## config.mk

```make
export PLATFORM = sky130hd
export DESIGN_NAME = sync_fifo_cfg
export DESIGN_NICKNAME = d
export VERILOG_FILES = /design/src/rtl/sync_fifo_cfg_pkg.sv /design/src/rtl/sync_fifo_cfg_dpram.sv /design/src/rtl/sync_fifo_cfg.sv
export SDC_FILE = /design/constraint.sdc
export NUM_CORES = 1
export LEC_CHECK = 0
export CAP_MARGIN = 0
export CORE_MARGIN = 1
export CORE_UTILIZATION = 50
export CTS_CLUSTER_DIAMETER = 60
export CTS_CLUSTER_SIZE = 28
export DETAILED_ROUTE_END_ITERATION = 12
export PLACE_DENSITY = 0.76
export RECOVER_POWER = 25
export SYNTH_ARGS = -nofsm -noshare
export SYNTH_HDL_FRONTEND = slang
export SYNTH_SLANG_ARGS = --single-unit
```

## constraint.sdc

```tcl
create_clock -name clk -period 3.2 [get_ports clk]
set_input_delay 0.32 -clock clk [delete_from_list [all_inputs] [get_ports clk]]
set_output_delay 0.32 -clock clk [all_outputs]
set_load 0.01 [all_outputs]
```

## src/rtl/sync_fifo_cfg_pkg.sv

```systemverilog
// Shared constants and read-mode type for the configurable synchronous FIFO.
package sync_fifo_cfg_pkg;

    localparam int DWIDTH_DEF    = 16;
    localparam int AWIDTH_DEF    = 3;
    localparam int AFULL_TH_DEF  = 6;
    localparam int AEMPTY_TH_DEF = 1;

    typedef enum logic {
        STD  = 1'b0,
        FWFT = 1'b1
    } rd_mode_e;

endpackage

```

## src/rtl/sync_fifo_cfg_dpram.sv

```systemverilog
// Dual-port storage array: synchronous write port, asynchronous read port.
module fifo_dpram #(
    parameter int DWIDTH = 16,
    parameter int AWIDTH = 3
) (
    input  logic              clk,
    input  logic              we,
    input  logic [AWIDTH-1:0] waddr,
    input  logic [DWIDTH-1:0] wdata,
    input  logic [AWIDTH-1:0] raddr,
    output logic [DWIDTH-1:0] rdata
);

    logic [DWIDTH-1:0] mem_r [2**AWIDTH];

    // Write port; contents are deliberately not reset, pointers hide stale data
    always_ff @(posedge clk) begin
        if (we) begin
            mem_r[waddr] <= wdata;
        end
    end

    assign rdata = mem_r[raddr];

endmodule

```

## src/rtl/sync_fifo_cfg.sv

```systemverilog
// Synchronous FIFO with configurable width, depth, thresholds and read mode
// (standard registered read or first-word-fall-through).
module sync_fifo_cfg
    import sync_fifo_cfg_pkg::*;
#(
    parameter int DWIDTH    = DWIDTH_DEF,
    parameter int AWIDTH    = AWIDTH_DEF,
    parameter int FWFT      = 0,
    parameter int AFULL_TH  = AFULL_TH_DEF,
    parameter int AEMPTY_TH = AEMPTY_TH_DEF
) (
    input  logic              clk,
    input  logic              rstn,
    input  logic              wren,
    input  logic              rden,
    input  logic [DWIDTH-1:0] din,
    output logic [DWIDTH-1:0] dout,
    output logic              full,
    output logic              empty,
    output logic              afull,
    output logic              aempty,
    output logic [AWIDTH:0]   count,
    output logic              ovf,
    output logic              udf
);

    localparam int DEPTH = 2**AWIDTH;
    localparam logic [AWIDTH:0] PTR_ONE   = {{AWIDTH{1'b0}}, 1'b1};
    localparam logic [AWIDTH:0] DEPTH_V   = DEPTH[AWIDTH:0];
    localparam logic [AWIDTH:0] AFULL_V   = AFULL_TH[AWIDTH:0];
    localparam logic [AWIDTH:0] AEMPTY_V  = AEMPTY_TH[AWIDTH:0];
    localparam rd_mode_e        MODE      = (FWFT != 0) ? sync_fifo_cfg_pkg::FWFT
                                                        : sync_fifo_cfg_pkg::STD;

    if (AWIDTH < 1) begin : g_bad_awidth
        $error("sync_fifo_cfg: AWIDTH must be at least 1");
    end
    if (DWIDTH < 1) begin : g_bad_dwidth
        $error("sync_fifo_cfg: DWIDTH must be at least 1");
    end
    if (FWFT != 0 && FWFT != 1) begin : g_bad_fwft
        $error("sync_fifo_cfg: FWFT must be 0 or 1");
    end
    if (AFULL_TH < 1 || AFULL_TH > DEPTH) begin : g_bad_afull
        $error("sync_fifo_cfg: AFULL_TH out of range 1..DEPTH");
    end
    if (AEMPTY_TH < 0 || AEMPTY_TH > DEPTH - 1) begin : g_bad_aempty
        $error("sync_fifo_cfg: AEMPTY_TH out of range 0..DEPTH-1");
    end

    logic [AWIDTH:0]   wr_ptr_r, rd_ptr_r, count_r;
    logic [AWIDTH:0]   wr_ptr_nxt_s, rd_ptr_nxt_s, count_nxt_s;
    logic              wr_acc_s, rd_acc_s;
    logic              full_r, empty_r, afull_r, aempty_r, ovf_r, udf_r;
    logic [DWIDTH-1:0] rdata_s, dout_r;

    fifo_dpram #(
        .DWIDTH (DWIDTH),
        .AWIDTH (AWIDTH)
    ) u_mem (
        .clk   (clk),
        .we    (wr_acc_s),
        .waddr (wr_ptr_r[AWIDTH-1:0]),
        .wdata (din),
        .raddr (rd_ptr_r[AWIDTH-1:0]),
        .rdata (rdata_s)
    );

    // Acceptance decisions and next pointer/occupancy values
    always_comb begin
        wr_acc_s = wren & ~full_r;
        rd_acc_s = rden & ~empty_r;
        if (wr_acc_s) begin
            wr_ptr_nxt_s = wr_ptr_r + PTR_ONE;
        end else begin
            wr_ptr_nxt_s = wr_ptr_r;
        end
        if (rd_acc_s) begin
            rd_ptr_nxt_s = rd_ptr_r + PTR_ONE;
        end else begin
            rd_ptr_nxt_s = rd_ptr_r;
        end
        count_nxt_s = wr_ptr_nxt_s - rd_ptr_nxt_s;
    end

    // Pointers, flags, error pulses and the standard-mode read register
    always_ff @(posedge clk or negedge rstn) begin
        if (!rstn) begin
            wr_ptr_r <= {(AWIDTH+1){1'b0}};
            rd_ptr_r <= {(AWIDTH+1){1'b0}};
            count_r  <= {(AWIDTH+1){1'b0}};
            full_r   <= 1'b0;
            empty_r  <= 1'b1;
            afull_r  <= 1'b0;
            aempty_r <= 1'b1;
            ovf_r    <= 1'b0;
            udf_r    <= 1'b0;
            dout_r   <= {DWIDTH{1'b0}};
        end else begin
            wr_ptr_r <= wr_ptr_nxt_s;
            rd_ptr_r <= rd_ptr_nxt_s;
            count_r  <= count_nxt_s;
            full_r   <= (count_nxt_s == DEPTH_V);
            empty_r  <= (count_nxt_s == {(AWIDTH+1){1'b0}});
            afull_r  <= (count_nxt_s >= AFULL_V);
            aempty_r <= (count_nxt_s <= AEMPTY_V);
            ovf_r    <= wren & full_r;
            udf_r    <= rden & empty_r;
            if (rd_acc_s) begin
                dout_r <= rdata_s;
            end
        end
    end

    // In FWFT mode the head entry is shown straight from the array
    assign dout   = (MODE == sync_fifo_cfg_pkg::FWFT) ? rdata_s : dout_r;
    assign full   = full_r;
    assign empty  = empty_r;
    assign afull  = afull_r;
    assign aempty = aempty_r;
    assign count  = count_r;
    assign ovf    = ovf_r;
    assign udf    = udf_r;

endmodule

```

==> flow_summary.json, run 1 <==
{
  "grt_pass1_wl_um": 17200,
  "port-buffer-count": 45,
  "synth-edff-count": 128,
  "slew_viol_final": 35,
  "path_max_fanout": 5,
  "avgRoutedWirePerCell_um": 19.5,
  "drt-total-wl_um": 10800,
  "dp_slack_ns": 0.373,
  "firstDrtPassIters": 4,
  "max_stage_delay_ns": 0.54,
  "fp.dieW_um": 113,
  "tritoncts": "done",
  "core_sq_um": 12100,
  "pwr_density_cell_nw_per_um2": 965,
  "die-area_sq_um": 12800,
  "p_leak_nw": 2.64,
  "fin_cells": 552,
  "hpwlAfterDp_um": 6550,
  "path_cells": "clkdlybuf4s50_1 -> nor2b_1 -> mux2_2 -> ha_1 -> nand2_1 -> o21ai_0 -> xnor3_2 -> nor4b_1",
  "gp_congestion": 0.805,
  "io_pins": 46,
  "antenna_left": 0,
  "synth_most_common_cell": "edfxtp_1",
  "synthFlopType": "edfxtp_1",
  "synth_cells": 304,
  "drtIter0Drc": 189,
  "period_minus_slack_ns": 2.41,
  "outcome": "finished with violations",
  "crit_arrival_ns": 2.68,
  "whs_ns": 0.449,
  "rows": 40,
  "worstSkewPairLatency_ns": 0.41,
  "tightest_slew_ns": 1.94,
  "initial_core_util_pct": 51.4,
  "crit_slowest_cell": "clkdlybuf4s50_1",
  "final-setup-viol-count": 0,
  "yosysTopAreaCellShare_pct": 62.0,
  "cts_resized": 0,
  "cts_hold_buf": 0,
  "nNetsFinal": 396,
  "max_freq_ghz": 0.416,
  "dp_cells": 519,
  "root_buffer": "clkbuf_16",
  "rsz0062_at_grt": "no",
  "skew_ns": 0.00847,
  "violations": "max-capacitance violations, max-slew violations",
  "drv_cap": 1,
  "vdd_drop_max_uv": 434,
  "yosysWarningCount": 0,
  "critPathCaptureType": "register",
  "synth_nets": 330,
  "place_area_sq_um": 6910,
  "grt_max_degree": 35,
  "async_reset_ff_share_pct": 21.0,
  "synthTopCellsByArea": "edfxtp_1 (62%), dfrtp_1 (13%), mux4_2 (12%)",
  "synth_seq_cells": 162,
  "clkSlewWorstSetupHoldPaths_ns": 0.06,
  "die_h_um": 113,
  "slew_headroom_pct": -29.1,
  "criticalPathCategory": "input port to register",
  "fin_area_sq_um": 7510,
  "layout_setup_ws_ns": 0.794,
  "hold_violations": 0,
  "syn_area_per_cell_sq_um": 20.4,
  "ys_types": 37,
  "crit_required_ns": 3.47,
  "drt_drc_violations_left": 0,
  "synth_common_cells": "edfxtp_1 (128), dfrtp_1 (32), mux4_2 (32)",
  "gr-total-overflow": 0,
  "netlist_area_sq_um": 6190,
  "area_delta_synth_final_pct": 21.2,
  "grt_use_total_pct": 18.8,
  "cts_buffers": 17,
  "yosysTopAreaCell": "edfxtp_1",
  "post_cts_buffers": 0,
  "drive_above_1_share_pct": 23.8,
  "vias_per_cell": 5.34,
  "num_vias": 2950,
  "hold_path.class": "input port to async pin",
  "clock_path_buffers": 2,
  "antenna_found_initial": 1,
  "start_kind": "input port",
  "tns_ns": 0,
  "clock-sinks": 162,
  "min_period_over_period_pct": 75.2,
  "cts_htree_levels": 4,
  "yosysSeqAreaShare_pct": 75.8,
  "first_global_vias": 3155
}
-- final cells by class --
cell class,count,area (sq um)
clock inverter,15,166
multi-input combinational,124,1430
clock buffer,17,425
timing repair buffer,60,557
sequential,162,4700
fill,826,4550
inverter,5,18.8
antenna,1,2.50
tap,168,210
-- path summary, 6_finish.rpt --
check,slack [ns],start,cells past startpoint,end
max,0.79,wren,8,full
max reg2reg,0.87,full,7,full
max in group asynchronous,1.50,rstn,1,rd_ptr_r[0]
min reg2reg,0.48,dout[13],2,dout[13]
min in group clk,0.48,dout[13],2,dout[13]
min,0.45,rstn,1,dout[7]
-- cells in the final DEF (no fill, tap or decap), types with 2 or more instances in the layout --
cell	Yosys	final
clkinvlp_4	0	4
dfstp_2	2	2
clkinv_1	0	4
xnor2_1	3	3
dfrtp_1	32	31
clkbuf_16	0	17
bufinv_16	0	3
nand2b_1	2	2
ha_1	5	5
mux2i_1	17	17
buf_4	1	15
and2_1	2	2
xor2_1	2	2
clkinv_4	0	2
nor2_1	5	5
nand2_1	19	19
edfxtp_1	128	128
clkdlybuf4s50_1	0	37
inv_1	5	5
nor3_2	1	3
dlygate4sd3_1	0	7
mux4_2	32	32
o21ai_0	17	17
-- routing by layer --
metal	routed length (um)	global-route usage, %	share of wire [%]
met5	0	0	0
met4	106	6.05	0.99
met3	555	6.00	5.2
met2	5590	31.4	52
met1	4510	23.6	42
-- cells by family after synthesis --
group | Yosys count | share of synthesized area (%)
XOR/XNOR | 8 | 1.62
adder cells (fa/ha/maj) | 6 | 1.33
AO/OA/AOI/OAI | 19 | 1.58
AND/OR/NAND/NOR | 41 | 3.82
flip-flops | 162 | 75.8
multiplexers | 50 | 14.6
buffers and inverters | 18 | 1.27
-- through the flow --
stage / power (mW) / util (%)
5_1_grt: 7.63 / 62.2
6_report: 7.24 / 62.2
4_1_cts: 7.32 / 62.2
3_5_place_dp: 5.32 / 57.3
2_1_floorplan: 4.52 / -
3_3_place_gp: 5.21 / 57.3
-- sequential cells by signal (all words and copies together), names as in the netlist --
signal	flops
count	4
aempty	1
u_mem.mem_r	128
udf	1
ovf	1
dout	16
rd_ptr_r	4
afull	1
empty	1
wr_ptr_r	4
full	1
-- power breakdown --
part | switching [mW] | internal [mW] | leakage, nW
logic | 1.17 | 1.14 | 0.800
clock network | 0.771 | 1.22 | 0.275
registers | 0.195 | 2.74 | 1.57
-- worst max-delay path, delay by kind of cell --
kind,cells,cell delay [ns]
AOI/OAI and AO/OA,1,0.19
xor gates and xnor gates,1,0.34
adders and majority gates,1,0.29
buffers and inverters,1,0.54
muxes,1,0.43
and+or+nand+nor,3,0.58
(Power assumes the default switching activity.)
==> inputs of run 2 (changes only) <==
clock period = 2.51 ns   (was 3.2 ns; I/O delays follow)
==> flow_summary.json, run 2 (same netlist as run 1, synthesis figures left out) <==
{
  "outcome": "finished, final reports clean",
  "max_stage_delay_ns": 0.45,
  "critPathCaptureType": "register",
  "port-buffer-count": 45,
  "p_leak_nw": 2.72,
  "cts_buffers": 17,
  "dp_slack_ns": -0.0120,
  "drtIter0Drc": 172,
  "num-fill-cells": 806,
  "drive_above_1_share_pct": 24.8,
  "grt_use_met1_pct": 24.0,
  "vias_per_cell": 5.33,
  "vdd_drop_max_uv": 586,
  "hold_violations": 0,
  "worstSkewPairLatency_ns": 0.41,
  "skew_ns": 0.0180,
  "largest_register_ffs": 128,
  "start_kind": "register",
  "criticalPathCategory": "register to register",
  "period_minus_slack_ns": 2.26,
  "r2r_end": "afull",
  "grt_pass1_wl_um": 17300,
  "io_pins": 46,
  "pwr_density_cell_nw_per_um2": 1260,
  "slew_headroom_pct": 43.9,
  "die_h_um": 113,
  "cts_htree_levels": 4,
  "grt_use_total_pct": 18.9,
  "clock_path_buffers": 2,
  "max_freq_ghz": 0.442,
  "r2r_setup_slack_ns": 0.25,
  "clock-sinks": 162,
  "first_global_vias": 3118,
  "num_vias": 2956,
  "cts_resized": 0,
  "n_antenna_cell": 0,
  "crit_required_ns": 2.87,
  "firstDrtPassIters": 5,
  "post_cts_buffers": 0,
  "root_buffer": "clkbuf_16",
  "avgRoutedWirePerCell_um": 19.7,
  "met2_usage_pct": 31.7,
  "clkSlewWorstSetupHoldPaths_ns": 0.06,
  "cts_hold_buf": 1,
  "top_register": "u_mem.mem_r",
  "initial_core_util_pct": 51.4,
  "hold_path.class": "input port to async pin",
  "top_usage_layer": "met2",
  "layout_commonest_cell": "edfxtp_1",
  "layout_setup_ws_ns": 0.247,
  "mostFrequentLayoutCells": "edfxtp_1 (128), mux4_2 (32), clkdlybuf4s50_1 (32), dfrtp_1 (31), nand2_1 (19)",
  "hpwlAfterDp_um": 6290,
  "drt-total-wl_um": 10900,
  "whs_ns": 0.478,
  "slew_viol_final": 0,
  "rsz0062_at_grt": "no",
  "nNetsFinal": 400,
  "rows": 40,
  "tritoncts": "done",
  "die-area_sq_um": 12800,
  "gp_congestion": 0.793,
  "r2r_cells": 6,
  "crit_top_cell": "buf_4",
  "final-setup-viol-count": 0,
  "tightest_slew_ns": 0.842,
  "antenna_found_initial": 0,
  "grtUsageMet3_pct": 4.39,
  "min_period_over_period_pct": 90.1,
  "drv_cap": 0,
  "grt_max_degree": 35,
  "reg2reg_from": "rd_ptr_r[1]",
  "path_cells": "buf_4 -> mux2i_1 -> buf_4 -> fa_1 -> xor2_1 -> a21o_1",
  "fp.dieW_um": 113,
  "drt_drc_violations_left": 0,
  "crit_slowest_cell": "buf_4",
  "area_delta_synth_final_pct": 23.1,
  "path_max_fanout": 34,
  "core_sq_um": 12100,
  "crit_arrival_ns": 2.62,
  "antenna_left": 0,
  "gr-total-overflow": 0
}
-- run 2: changes by cell type in the layout (fill, tap and decap cells not counted), sizes merged, moves of 4 or more --
cell,change
clkdlybuf4s50,-5
buf,+4
clkbuf,+4
clkinv,-4
dlygate4sd3,+6
clkinvlp,-4
-- run 2: per-stage QoR --
stage	power, mW	cell area, sq um	utilization, %	instances	TNS (ns)
6_report	9.61	7630	63.2	555	0
5_1_grt	10.1	7630	63.2	555	0
4_1_cts	9.71	7630	63.2	555	0
3_5_place_dp	6.82	6950	57.6	522	-0.0120
3_3_place_gp	6.70	6950	57.6	522	0
2_1_floorplan	5.76	6190	-	304	0
-- run 2: worst max-delay path: cells and delay by family, from the launching register on --
kind	cells	cell delay [ns]
adders and majority gates	1	0.42
buffers and inverters	2	0.64
muxes	1	0.20
AOI/OAI and AO/OA	1	0.18
xor gates and xnor gates	1	0.41
DFF	1	0.35
-- run 2: how the worst max path moves through the flow --
stage	depth (start not counted)	from	end	slack, ns
final	6	rd_ptr_r[1]	afull	0.25
after global routing	9	full	full	0.13
after CTS	6	rd_ptr_r[1]	afull	0.24
after detailed placement	10	wren	full	-0.01
after global placement	10	wren	full	0.01
after floorplan	3	full	u_mem.mem_r[0][0]	0.14
-- run 2: area by class of cell --
class                      count  area, sq um  share of cell area, %
timing repair buffer          64          603                   7.91
multi-input combinational    124         1430                   18.7
sequential                   162         4700                   61.6
clock buffer                  22          464                   6.09
clock inverter                10          204                   2.67
tap                          168          210                   2.76
inverter                       5         18.8                  0.246
-- run 2: metal layers --
layer,wire [um],up-vias
li1,-,1337
met1,4850,1543
met2,5540,61
met3,308,15
met4,204,0
met5,0,-
-- run 2: power by group --
group          switching [mW]  total, mW  internal, mW
registers               0.227       3.72          3.50
clock network           0.953       2.87          1.92
logic                    1.52       3.02          1.50
